`config.mk`:
```
export PLATFORM = sky130hd
export DESIGN_NAME = mac_job_sequencer_flat
export DESIGN_NICKNAME = d
export VERILOG_FILES = /design/src/rtl/mac_job_sequencer_if.sv /design/src/rtl/mac_job_sequencer.sv /design/src/flat_wrapper.sv
export SDC_FILE = /design/constraint.sdc
export NUM_CORES = 1
export LEC_CHECK = 0
export BUFFER_PORTS_ARGS = -buffer_cell sky130_fd_sc_hd__buf_4
export CAP_MARGIN = 20
export CORE_ASPECT_RATIO = 0.7
export CORE_UTILIZATION = 46
export CTS_BUF_LIST = sky130_fd_sc_hd__clkbuf_4 sky130_fd_sc_hd__clkbuf_8
export CTS_CLUSTER_SIZE = 8
export DETAILED_ROUTE_END_ITERATION = 7
export PLACE_DENSITY = 0.77
export SETUP_SLACK_MARGIN = 0.05
export SYNTH_ARGS = -nofsm -noshare
export SYNTH_HDL_FRONTEND = slang
export SYNTH_SLANG_ARGS = --single-unit
```
`constraint.sdc`:
```
create_clock -name clock -period 2.45 [get_ports clock]
set_input_delay 0.245 -clock clock [delete_from_list [all_inputs] [get_ports clock]]
set_output_delay 0.245 -clock clock [all_outputs]
set_load 0.005 [all_outputs]
```
`src/rtl/mac_job_sequencer_if.sv`:
```
`default_nettype none
// ============================================================================
//  Module   : mac_job_sequencer_if
//  Purpose  : Groups the handshake buses around the MAC job sequencer:
//             job command, operand stream, MAC request/response and job
//             result, plus the busy status flag.
//  Modports : master - the environment (operand feeder, MAC unit, consumer)
//             slave  - the sequencer itself
//  Revision : 1.0 - initial release
// ============================================================================
interface mac_job_sequencer_if #(
  parameter int WIDTH = 32,
  parameter int LEN_W = 16
);
  // job command
  logic             cmd_valid;
  logic             cmd_ready;
  logic [LEN_W-1:0] cmd_len;
  // operand pair stream
  logic             op_valid;
  logic             op_ready;
  logic [WIDTH-1:0] op_a;
  logic [WIDTH-1:0] op_b;
  // MAC request
  logic             mac_in_valid;
  logic             mac_in_ready;
  logic [WIDTH-1:0] mac_x;
  logic [WIDTH-1:0] mac_y;
  logic [WIDTH-1:0] mac_x2;
  logic [WIDTH-1:0] mac_y2;
  // MAC response
  logic             mac_out_valid;
  logic             mac_out_ready;
  logic [WIDTH-1:0] mac_result;
  // job result
  logic             res_valid;
  logic             res_ready;
  logic [WIDTH-1:0] res_data;
  // status
  logic             busy;

  modport master (
    output cmd_valid, cmd_len, input cmd_ready,
    output op_valid, op_a, op_b, input op_ready,
    input  mac_in_valid, mac_x, mac_y, mac_x2, mac_y2, output mac_in_ready,
    output mac_out_valid, mac_result, input mac_out_ready,
    input  res_valid, res_data, output res_ready,
    input  busy
  );

  modport slave (
    input  cmd_valid, cmd_len, output cmd_ready,
    input  op_valid, op_a, op_b, output op_ready,
    output mac_in_valid, mac_x, mac_y, mac_x2, mac_y2, input mac_in_ready,
    input  mac_out_valid, mac_result, output mac_out_ready,
    output res_valid, res_data, input res_ready,
    output busy
  );
endinterface
`default_nettype wire

```
`src/rtl/mac_job_sequencer.sv`:
```
`default_nettype none
// ============================================================================
//  Module   : mac_job_sequencer
//  Purpose  : Sequences dot-product jobs onto a shared 2-lane MAC
//             (x*y + x2*y2). A job command gives the number of operand
//             pairs; pairs are packed two per MAC operation (an odd tail
//             pads x2/y2 with zero), partial sums are accumulated modulo
//             2^WIDTH and one result is returned per job.
//  Ports    : clock, reset (synchronous, active-high)
//             bus (mac_job_sequencer_if.slave): cmd_*, op_*, mac_in_*,
//             mac_x/y/x2/y2, mac_out_*, mac_result, res_*, busy
//  Options  : MAC_SEQ_RELU_EN - when defined, res_data is clamped to 0 if
//             the accumulator is negative as two's complement.
//  Revision : 1.0 - initial release
// ============================================================================
module mac_job_sequencer #(
  parameter int WIDTH = 32,
  parameter int LEN_W = 16
) (
  input wire                  clock,
  input wire                  reset,
  mac_job_sequencer_if.slave  bus
);

  typedef enum logic [2:0] {
    S_IDLE  = 3'd0,
    S_LOAD0 = 3'd1,
    S_LOAD1 = 3'd2,
    S_ISSUE = 3'd3,
    S_WAIT  = 3'd4,
    S_DONE  = 3'd5
  } state_t;

  state_t           r_state;
  logic [LEN_W-1:0] r_remaining;
  logic [WIDTH-1:0] r_acc;
  logic [WIDTH-1:0] r_x;
  logic [WIDTH-1:0] r_y;
  logic [WIDTH-1:0] r_x2;
  logic [WIDTH-1:0] r_y2;
  logic [WIDTH-1:0] w_res;

  always_ff @(posedge clock) begin
    if (reset) begin
      r_state     <= S_IDLE;
      r_remaining <= '0;
      r_acc       <= '0;
      r_x         <= '0;
      r_y         <= '0;
      r_x2        <= '0;
      r_y2        <= '0;
    end else begin
      case (r_state)
        S_IDLE: begin
          if (bus.cmd_valid) begin
            r_remaining <= bus.cmd_len;
            r_acc       <= '0;
            if (bus.cmd_len == '0) r_state <= S_DONE;
            else                   r_state <= S_LOAD0;
          end
        end
        S_LOAD0: begin
          if (bus.op_valid) begin
            r_x         <= bus.op_a;
            r_y         <= bus.op_b;
            r_remaining <= r_remaining - LEN_W'(1);
            if (r_remaining == LEN_W'(1)) begin
              // odd tail: second lane contributes nothing
              r_x2    <= '0;
              r_y2    <= '0;
              r_state <= S_ISSUE;
            end else begin
              r_state <= S_LOAD1;
            end
          end
        end
        S_LOAD1: begin
          if (bus.op_valid) begin
            r_x2        <= bus.op_a;
            r_y2        <= bus.op_b;
            r_remaining <= r_remaining - LEN_W'(1);
            r_state     <= S_ISSUE;
          end
        end
        S_ISSUE: begin
          if (bus.mac_in_ready) r_state <= S_WAIT;
        end
        S_WAIT: begin
          if (bus.mac_out_valid) begin
            r_acc <= r_acc + bus.mac_result;
            if (r_remaining == '0) r_state <= S_DONE;
            else                   r_state <= S_LOAD0;
          end
        end
        S_DONE: begin
          if (bus.res_ready) r_state <= S_IDLE;
        end
        default: r_state <= S_IDLE;
      endcase
    end
  end

`ifdef MAC_SEQ_RELU_EN
  assign w_res = r_acc[WIDTH-1] ? '0 : r_acc;
`else
  assign w_res = r_acc;
`endif

  // Handshake outputs depend on the state register only.
  assign bus.cmd_ready     = (r_state == S_IDLE);
  assign bus.op_ready      = (r_state == S_LOAD0) || (r_state == S_LOAD1);
  assign bus.mac_in_valid  = (r_state == S_ISSUE);
  assign bus.mac_out_ready = (r_state == S_WAIT);
  assign bus.res_valid     = (r_state == S_DONE);
  assign bus.busy          = (r_state != S_IDLE);
  assign bus.res_data      = w_res;
  assign bus.mac_x         = r_x;
  assign bus.mac_y         = r_y;
  assign bus.mac_x2        = r_x2;
  assign bus.mac_y2        = r_y2;

endmodule
`default_nettype wire

```
`src/flat_wrapper.sv`:
```
// flat-port wrapper written by rule: the top's interface ports become plain ports
module mac_job_sequencer_flat 
#(
  parameter int WIDTH = 32,
  parameter int LEN_W = 16
)
  (clock, reset, bus_cmd_valid, bus_cmd_len, bus_cmd_ready, bus_op_valid, bus_op_a, bus_op_b, bus_op_ready, bus_mac_in_valid, bus_mac_x, bus_mac_y, bus_mac_x2, bus_mac_y2, bus_mac_in_ready, bus_mac_out_valid, bus_mac_result, bus_mac_out_ready, bus_res_valid, bus_res_data, bus_res_ready, bus_busy);
  mac_job_sequencer_if #(.WIDTH(WIDTH), .LEN_W(LEN_W)) bus_i ();
  input wire clock;
  input wire reset;
  input wire logic [$bits(bus_i.cmd_valid)-1:0] bus_cmd_valid;
  input wire logic [$bits(bus_i.cmd_len)-1:0] bus_cmd_len;
  output wire logic [$bits(bus_i.cmd_ready)-1:0] bus_cmd_ready;
  input wire logic [$bits(bus_i.op_valid)-1:0] bus_op_valid;
  input wire logic [$bits(bus_i.op_a)-1:0] bus_op_a;
  input wire logic [$bits(bus_i.op_b)-1:0] bus_op_b;
  output wire logic [$bits(bus_i.op_ready)-1:0] bus_op_ready;
  output wire logic [$bits(bus_i.mac_in_valid)-1:0] bus_mac_in_valid;
  output wire logic [$bits(bus_i.mac_x)-1:0] bus_mac_x;
  output wire logic [$bits(bus_i.mac_y)-1:0] bus_mac_y;
  output wire logic [$bits(bus_i.mac_x2)-1:0] bus_mac_x2;
  output wire logic [$bits(bus_i.mac_y2)-1:0] bus_mac_y2;
  input wire logic [$bits(bus_i.mac_in_ready)-1:0] bus_mac_in_ready;
  input wire logic [$bits(bus_i.mac_out_valid)-1:0] bus_mac_out_valid;
  input wire logic [$bits(bus_i.mac_result)-1:0] bus_mac_result;
  output wire logic [$bits(bus_i.mac_out_ready)-1:0] bus_mac_out_ready;
  output wire logic [$bits(bus_i.res_valid)-1:0] bus_res_valid;
  output wire logic [$bits(bus_i.res_data)-1:0] bus_res_data;
  input wire logic [$bits(bus_i.res_ready)-1:0] bus_res_ready;
  output wire logic [$bits(bus_i.busy)-1:0] bus_busy;
  assign bus_i.cmd_valid = bus_cmd_valid;
  assign bus_i.cmd_len = bus_cmd_len;
  assign bus_cmd_ready = bus_i.cmd_ready;
  assign bus_i.op_valid = bus_op_valid;
  assign bus_i.op_a = bus_op_a;
  assign bus_i.op_b = bus_op_b;
  assign bus_op_ready = bus_i.op_ready;
  assign bus_mac_in_valid = bus_i.mac_in_valid;
  assign bus_mac_x = bus_i.mac_x;
  assign bus_mac_y = bus_i.mac_y;
  assign bus_mac_x2 = bus_i.mac_x2;
  assign bus_mac_y2 = bus_i.mac_y2;
  assign bus_i.mac_in_ready = bus_mac_in_ready;
  assign bus_i.mac_out_valid = bus_mac_out_valid;
  assign bus_i.mac_result = bus_mac_result;
  assign bus_mac_out_ready = bus_i.mac_out_ready;
  assign bus_res_valid = bus_i.res_valid;
  assign bus_res_data = bus_i.res_data;
  assign bus_i.res_ready = bus_res_ready;
  assign bus_busy = bus_i.busy;
  mac_job_sequencer #(.WIDTH(WIDTH), .LEN_W(LEN_W)) u_core (.clock(clock), .reset(reset), .bus(bus_i));
endmodule
```
# Yosys cells after proc, flatten, opt, wreduce, memory -nomap -nowiden
# Cells that the tools add are included.
[word_totals]
ff_bits = 179
latch_bits = 0
mem_bits_rw = 0
rom_bits = 0
wordCells = 59
memories = 0
[op_classes]
add_sub_neg = 2
multipliers = 0
div = 0
magnitude_cmp = 0
eq_ne = 14
n_shift = 0
mux = 22
n_bitwise = 0
n_reduce_logical = 14
[op_table]
columns = ["cell", "count"]
rows = [
  ["2-to-1 mux 32 bit", 6],
  ["case mux 32 bit (2 select lines)", 3],
  ["adder 32 bit", 1],
  ["logical NOT 16 bit", 2],
  ["2-to-1 mux 16 bit", 2],
  ["case mux 16 bit (2 select lines)", 1],
  ["2-to-1 mux 3 bit", 8],
  ["case mux 3 bit (6 select lines)", 1],
  ["== test 16 x 1 -> 1 bit (second input constant)", 1],
  ["subtractor 16 x 1 -> 16 bit (second input constant)", 1],
  ["!= test 2 x 1 -> 1 bit (second input constant)", 4],
  ["!= test 2 bit (second input constant)", 4],
  ["== test 3 x 2 -> 1 bit (second input constant)", 2],
  ["== test 3 bit (second input constant)", 2],
  ["AND reduction 3 bit", 2],
  ["AND reduction 6 bit", 1],
  ["nonzero test 2 bit", 3],
  ["AND reduction 4 bit", 1],
  ["== test 3 x 1 -> 1 bit (second input constant)", 1],
  ["logical NOT 3 bit", 1],
  ["nonzero test 3 bit", 1],
  ["AND reduction 2 bit", 1],
  ["OR reduction 2 bit", 1],
  ["logical OR 1 bit", 1],
  ["2-to-1 mux 1 bit", 1],
]

# Longest topological paths before layout
# Gate-level depths: netlist of run 1.
[logic_depth]
depth_word = 4
mapped_depth = 11

# Least setup slack after synthesis of run 1
# No wires, ideal clock.
[synth_timing]
path_type = "register to register"
startpoint = "register u_core.r_acc[0] (netlist: u_core.bus.res_data[0])"
endpoint = "register u_core.r_acc[30] (netlist: u_core.bus.res_data[30])"
setup_time_ps = 120
t_arrival_ps = 2506
t_required_ps = 2330
slack_ps = -176
stages_incl_launch_ff = 11
path_buffers = 0
path_cell_list = "dfxtp_1 > ha_1 > inv_1 > fa_1 > nor2b_1 > o2111ai_1 > a211oi_1 > o211ai_1 > o21ai_1 > a21boi_0 > a211o_1"
[synth_via]
elab_chain_cells = 3
[synth_lines]
columns = ["item", "line", "source"]
rows = [
  ["start, declared", "mac_job_sequencer.sv:36", "logic [WIDTH-1:0] r_acc;"],
  ["start signal, assigned", "mac_job_sequencer.sv:90", "r_acc <= r_acc + bus.mac_result;"],
  ["adder 32 bit", "mac_job_sequencer.sv:90", ""],
  ["2-to-1 mux 32 bit", "mac_job_sequencer.sv:89", "if (bus.mac_out_valid) begin"],
  ["case mux 32 bit (2 select lines)", "mac_job_sequencer.sv:53", "case (r_state)"],
]
# No other way between the ends. The select of a mux whose other input is x is not followed.
# A chain may end at the register's enable or synchronous reset.

# Worst setup path in the final report of run 1
[layout_timing]
startpoint = "register u_core.r_acc[0] (netlist: u_core.bus.res_data[0])"
endpoint = "register u_core.r_acc[18] (netlist: u_core.bus.res_data[18])"
# Same word-level chain as after synthesis.

==> results of run 1 <==
## logic make-up after synthesis
group / Yosys count / synth area share (%)
simple gates: 469 / 24.2
compound gates: 309 / 20.5
flops: 179 / 42.0
xor+xnor: 27 / 2.77
mux: 4 / 0.498
buf+inv: 85 / 4.79
fa+ha+maj: 35 / 5.22
## through the flow
stage	cells	setup slack, ns
after floorplan	1108	0.0618
after global placement	1619	0.00459
after detailed placement	1619	-0.0466
after CTS	1652	0.0164
after global routing	1660	-0.122
final	1660	0.0171
## layer usage
| layer | global-route usage (%) | part of all wire, % | routed length, um |
|---|---|---|---|
| met1 | 38.3 | 45 | 12400 |
| met2 | 40.5 | 44 | 12100 |
| met3 | 7.37 | 9.3 | 2560 |
| met4 | 6.18 | 1.2 | 316 |
| met5 | 0 | 0 | 0 |
## worst max-delay path, delay by kind of cell, from the launching register on
kind / cells / cell delay, ns
AO/OA/AOI/OAI: 5 / 0.78
adder cells (fa/ha/maj): 2 / 0.53
buffers and inverters: 4 / 0.38
flip-flops: 1 / 0.37
AND/OR/NAND/NOR: 1 / 0.17
XOR/XNOR: 1 / 0.09
## worst paths after layout
path	startpoint	end	slack [ns]	cells after the start
worst min register to register	u_core.bus.mac_x2[31]	u_core.bus.mac_x2[31]	0.46	2
worst min-delay path	bus_op_b[20]	u_core.bus.mac_y[20]	0.03	3
worst max register to register	u_core.bus.res_data[0]	u_core.bus.res_data[18]	0.02	13
worst max-delay path	u_core.bus.res_data[0]	u_core.bus.res_data[18]	0.02	13
## state kept, by name, indices dropped and copies added (netlist names)
register	count
u_core.bus.mac_y2	32
u_core.bus.mac_x	32
u_core.r_remaining	16
u_core.bus.mac_y	32
u_core.bus.res_data	32
u_core.r_state	3
u_core.bus.mac_x2	32
## final cells by class
cell class | count | area (um2)
Clock buffer | 17 | 234
Fill cell | 1543 | 6250
Clock inverter | 14 | 138
Multi-Input combinational cell | 844 | 4740
Timing Repair Buffer | 355 | 2810
Sequential cell | 179 | 3580
Tap cell | 236 | 295
Inverter | 15 | 56.3
## cells in the final DEF, fill, tap and decap left out, types with 14 or more instances in the layout
cell type / Yosys / final
nor2_1: 54 / 52
nand2_1: 265 / 263
xor2_1: 16 / 16
dfxtp_1: 179 / 178
a21oi_1: 186 / 179
nand3_1: 74 / 74
buf_4: 0 / 343
o21ai_0: 48 / 40
ha_1: 34 / 30
inv_1: 15 / 14
clkbuf_8: 0 / 17
## power groups by stage
stage,combinational [W],sequential [W],clock [W]
after floorplan,0.00197,0.00350,0
after global placement,0.00315,0.00351,0
after detailed placement,0.00319,0.00353,0
after CTS,0.00320,0.00346,0.00201
after global routing,0.00365,0.00353,0.00212
final,0.00336,0.00348,0.00197
## timing repair
| item | 4_1_cts | 5_1_grt |
|---|---|---|
| buffers inserted | 2 | 7 |
| pin swaps | 7 | 10 |
| setup endpoints to repair | 7 | 80 |
| resized for setup | 5 | 32 |
| gates cloned | 0 | 1 |
==> metrics.md, run 1 <==
| Metric | Value |
|---|---|
| CP cell instances | `ha_4, inv_2, fa_2, nor2b_4, o2111ai_4, a211oi_2, o211ai_1, o21ai_2, buf_6, buf_4, buf_6, xnor2_2, o21ai_1` |
| Syn avg cell area | `7.71 um2` |
| Via count | `between 9000 and 10000` |
| Die Area | `about 19000 um2` |
| CP max-delay cell | `fa_2` |
| Nets | `between 1500 and 2000` |
| Yosys cell types | `about 60` |
| Top-count cell post-synth | `nand2_1` |
| First-pass GRT wire length | `40.9 mm` |
| Post-synth EDFFs | `0` |
| Slew headroom | `just over 60%` |
| Max Cap Viol | `0` |
| Area fraction of the dominant cell type after synthesis | `a little over two fifths` |
| DRC viols | `0` |
| Hpwl dp | `around 20 mm` |
| Kind of critical path | `reg2reg` |
| Fin area | `~12000 um2` |
| CTS H-tree lvls | `4` |
| Die H | `~120 um` |
| Power Total | `approximately 0.0088 W` |
| Gpl congestion | `0.964` |
| DRT Pass-1 Iters | `5` |
| PD cells | `about 740 nW/um2` |
| Remaining antenna violation count | `0` |
| Syn Nets | `1262` |
| HP Class | `in2reg` |
| Worst Setup Start Kind | `flip-flop` |
| Worst hold slack | `0.0294 ns` |
| Die width | `~160 um` |
| Core area | `around 18000 um2` |
| Avg WL per Cell | `16.5 um` |
| PortBufs | `roughly 280` |
| Critical Path Sink Type | `flip-flop` |
| Final core occ | `around two thirds` |
| Max VDD drop | `roughly 0.6 mV` |
| Clk slew on worst S/H paths | `between 0.1 and 0.15 ns` |
| Post-synthesis sequential area ratio | `between 40% and 50%` |
| Outcome | `finished, final reports clean` |
| Clk sinks | `between 150 and 200` |
| Diode count | `0` |
| Syn Std Cell Area | `8540 um2` |
| CTS tree | `yes` |
| Final Critical Period | `2.43 ns` |
| Clock root buffer master | `clkbuf_8` |
| Synth top cells by count | `265 x nand2_1, 186 x a21oi_1, 179 x dfxtp_1` |
| Hold_buf cts | `0` |
| Switching share of power | `between 30% and 40%` |
| RSZ-0062 raised after global routing | `yes` |
| GR Overflow Total | `0` |
| Synth warn | `0` |
| FMAX | `~410 MHz` |
| CP max FO | `5` |
| Clk_skew | `between 0.02 and 0.03 ns` |
| Final period utilization | `99.3%` |
| Via-per-instance ratio | `between 5 and 6` |
| Layout cells sized above 1 | `between 30% and 40%` |
| Clk pwr share | `22.4%` |
| Tightest Pin Transition | `slightly below 0.6 ns` |
| Ys async rst share | `0%` |
| CP required | `about 2.8 ns` |
| CTS Buffer Depth | `2` |
| Inserted Clock Buffers | `17` |
| Final WL | `roughly 27 mm` |
| Sw power | `~0.0035 W` |
| Reg power frac | `about two fifths` |
| Top post-synthesis cells by area | `dfxtp_1 42%, nand2_1 12%, a21oi_1 11%` |
| Number of top-level pins | `285` |
| Initial Util | `47.2%` |
| Synth Instances | `~1100` |
| Area Growth Syn to Fin | `38.9%` |
| Gate power share | `38.1%` |
| Largest net degree at the start of global routing | `between 60 and 70` |
| Final Hold Fails | `0` |
| Cell mode on critical path | `buf_6` |
| Final Max Slew Viols | `0` |
| Setup tns final | `0 ns` |
| Clock latency on the worst-skew pair | `between 0.4 and 0.5 ns` |
| Vias in the first global route | `about 8000` |
| Leading area contributor after synthesis | `dfxtp_1` |
| Primary FF master, synth | `dfxtp_1` |
| Initial antenna violation count | `0` |
| Placed Area | `11200 um2` |
| WP data arrival | `roughly 2.8 ns` |
| Final Setup Violations | `0` |
| Gr usage total | `between 20% and 30%` |
| Slowest cell delay on critical path | `between 0.3 and 0.4 ns` |
| # rows | `between 40 and 50` |
| Post-synthesis register bit count | `179` |
| Leakage power | `5.03 nW` |
| Internal Power | `about 0.0053 W` |
| Drt initial violations | `between 900 and 1000` |
(Power assumes the default switching activity.)
==> run 2: changes to the inputs <==
--- a/config.mk
+++ b/config.mk
@@ -12,7 +12,7 @@
 export CTS_BUF_LIST = sky130_fd_sc_hd__clkbuf_4 sky130_fd_sc_hd__clkbuf_8
 export CTS_CLUSTER_SIZE = 8
 export DETAILED_ROUTE_END_ITERATION = 7
-export PLACE_DENSITY = 0.77
+export PLACE_DENSITY = 0.74
 export SETUP_SLACK_MARGIN = 0.05
 export SYNTH_ARGS = -nofsm -noshare
 export SYNTH_HDL_FRONTEND = slang
==> constraint.sdc (replaced) <==
create_clock -name clock -period 3.04 [get_ports clock]
set_input_delay 0.304 -clock clock [delete_from_list [all_inputs] [get_ports clock]]
set_output_delay 0.304 -clock clock [all_outputs]
set_load 0.005 [all_outputs]
==> run 2 against run 1 <==
Register-to-register slack better by 0.31 ns. Count of clock-buffer cells in the layout increased by 1. Worst hold slack improved by 0.0040 ns. Maximum frequency down 10%. Setup slack better by 0.31 ns. Cell area decreased by 5.5%. Critical path type unchanged.
==> metrics.md, run 2 (same netlist as run 1, synthesis figures left out) <==
| Metric | Value |
|---|---|
| Outcome | `finished, final reports clean` |
| Nets | `1510 (-3.6%)` |
| Tightest Pin Transition | `1.04 ns (+0.450 ns)` |
| Clk_skew | `0.0194 ns (-0.00908 ns)` |
| Clk slew on worst S/H paths | `0.10 ns (-0.02 ns)` |
| Leakage power | `4.73 nW (-6.1%)` |
| Worst hold slack | `0.0334 ns (+0.00395 ns)` |
| Core area | `18100 um2 (unchanged)` |
| DRC viols | `0 (unchanged)` |
| Crit path buf inv count | `2 (-2)` |
| Kind of critical path | `reg2reg` |
| DP Worst Slack | `0.161 ns (+0.208 ns)` |
| CP required | `3.44 ns (+0.64 ns)` |
| Min-Delay Endpoint | `u_core.bus.res_data[29]` |
| GR Overflow Total | `0 (unchanged)` |
| R2R Setup Slk | `0.33 ns (+0.31 ns)` |
| RSZ-0062 raised after global routing | `no` |
| Hpwl dp | `18.6 mm (-5.0%)` |
| Worst reg2reg startpoint | `u_core.bus.res_data[0]` |
| Max Cap Viol | `0 (unchanged)` |
| CTS H-tree lvls | `4 (unchanged)` |
| Die H | `116 um (unchanged)` |
| Slew headroom | `31.0% (-30 points)` |
| Final Hold Fails | `0 (unchanged)` |
| Initial Util | `47.2% (unchanged)` |
| Vias in the first global route | `7578 (-3.5%)` |
| CP max FO | `5 (unchanged)` |
| Clk sinks | `179 (unchanged)` |
| Number of top-level pins | `285 (unchanged)` |
| CP max-delay cell | `fa_1` |
| Final WL | `26.0 mm (-5.2%)` |
| Die width | `165 um (unchanged)` |
| Worst Hold Launch | `reset` |
| HP Class | `in2reg` |
| Via-per-instance ratio | `5.48 (-0.23%)` |
| FMAX | `369 MHz (-10%)` |
| Initial antenna violation count | `0 (unchanged)` |
| R2R cell count | `12 (-1)` |
| Setup tns final | `0 ns (unchanged)` |
| Fill count | `1671 (+8.3%)` |
| Final WS setup | `0.327 ns (+0.310 ns)` |
| Area Growth Syn to Fin | `31.3%` |
| Diode count | `0 (unchanged)` |
| Final Setup Violations | `0 (unchanged)` |
| Drt initial violations | `929 (-4.3%)` |
| Via count | `8793 (-3.5%)` |
| DRT Pass-1 Iters | `5 (unchanged)` |
| Largest net degree at the start of global routing | `97 (+49%)` |
| Final Max Slew Viols | `0 (unchanged)` |
| CTS tree | `yes` |
| PortBufs | `284 (unchanged)` |
| # rows | `41 (unchanged)` |
| WP data arrival | `3.11 ns (+0.33 ns)` |
| Clock root buffer master | `clkbuf_8` |
| PD cells | `615 nW/um2 (-17%)` |
| Worst hold stages | `2 (-1)` |
| Die Area | `19100 um2 (unchanged)` |
| Most frequent cells in the layout | `295 x buf_4, 263 x nand2_1, 186 x a21oi_1, 179 x dfxtp_1, 74 x nand3_1` |
| Reg2reg end | `u_core.bus.res_data[22]` |
| Cell mode on critical path | `o21ai_1` |
| Layout cells sized above 1 | `25.6% (-4.6 points)` |
| Gr usage total | `26.1% (-0.89 points)` |
| Critical Path Sink Type | `flip-flop` |
| Clock latency on the worst-skew pair | `0.47 ns (about the same)` |
| Inst Count DP | `1572 (-2.9%)` |
| Final Critical Period | `2.71 ns (+0.280 ns)` |
| Remaining antenna violation count | `0 (unchanged)` |
| Commonest non-fill, non-tap cell in the layout | `buf_4` |
| Gpl congestion | `0.926 (-3.9%)` |
| Slowest cell delay on critical path | `0.41 ns (+0.02 ns)` |
| Worst Setup Start Kind | `flip-flop` |
| Final period utilization | `89.2% (-10 points)` |
| Non-Filler Instances | `1605 (-3.3%)` |
| Crit path max-delay family | `compound AO/OA/AOI/OAI gates` |
| Inserted Clock Buffers | `17 (unchanged)` |
| Max VDD drop | `0.385 mV (-37%)` |
| CP cell instances | `ha_1, inv_1, fa_1, nor2b_2, o2111ai_1, a211oi_2, o211ai_1, o21ai_1, buf_4, a21boi_0, xor2_1, o21ai_1` |
| First-pass GRT wire length | `39.4 mm (-3.6%)` |
| CTS Buffer Depth | `2 (unchanged)` |
| Avg WL per Cell | `16.2 um (-1.9%)` |
[run 2: changes by cell type in the layout (fill, tap and decap cells not counted), moves of 4 or more]
cell | before | now
buf_12 | 8 | 4
o21ai_0 | 40 | 48
inv_8 | 2 | 6
ha_1 | 30 | 34
clkinvlp_4 | 4 | 0
a21oi_2 | 7 | 0
a21oi_1 | 179 | 186
buf_4 | 343 | 295
o21ai_1 | 10 | 3
[run 2: worst max-delay path by stage]
stage,start,end,slack [ns],depth (start not counted)
CTS,u_core.bus.res_data[0],u_core.bus.res_data[30],0.21,12
finish,u_core.bus.res_data[0],u_core.bus.res_data[22],0.33,12
global placement,bus_mac_result[0],u_core.bus.res_data[28],0.25,13
floorplan,u_core.bus.res_data[0],u_core.bus.res_data[30],0.41,10
global route,u_core.bus.res_data[0],u_core.bus.res_data[30],0.08,12
detailed placement,bus_mac_result[0],u_core.bus.res_data[28],0.16,13
[run 2: worst reg2reg max path, stage by stage, from the launching register on]
cell and delay, ns:
dfxtp_1 0.37, ha_1 0.18, inv_1 0.06, fa_1 0.41, nor2b_2 0.16, o2111ai_1 0.19
a211oi_2 0.31, o211ai_1 0.14, o21ai_1 0.15, buf_4 0.18, a21boi_0 0.16, xor2_1 0.18
o21ai_1 0.16
[run 2: final cells by class]
class / count / area (um2) / area share, %
Timing Repair Buffer: 299 / 2290 / 20.5
Clock buffer: 18 / 241 / 2.15
Multi-Input combinational cell: 844 / 4590 / 40.9
Inverter: 15 / 56.3 / 0.502
Sequential cell: 179 / 3580 / 32.0
Tap cell: 236 / 295 / 2.63
Clock inverter: 14 / 153 / 1.36
[run 2: stage by stage]
step | utilization, % | power, W | cell area, um2
global placement | 59.6 | 0.00525 | 10800
global route | 61.9 | 0.00732 | 11200
finish | 61.9 | 0.00690 | 11200
CTS | 61.8 | 0.00691 | 11200
detailed placement | 59.6 | 0.00528 | 10800
floorplan | - | 0.00440 | 8540
[run 2: timing repair]
item                                    in CTS  in global routing
resized for setup                            0                  3
endpoints found under the setup margin       0                  6
hold buffers                                 0                  0
buffers inserted                             0                  1
[run 2: routing by layer]
layer	vias to the layer above	track usage (%)	part of all wire, %
li1	4341	-	-
met1	4045	37.4	46
met2	370	37.8	43
met3	37	6.16	9.0
met4	0	9.72	2.0
met5	-	0	0
[run 2: power breakdown]
part / switching (W) / leakage (nW) / total, W / internal, W
registers: 0.000213 / 1.45 / 0.00281 / 0.00260
logic: 0.00151 / 3.07 / 0.00245 / 0.000938
clock network: 0.00100 / 0.203 / 0.00163 / 0.000632
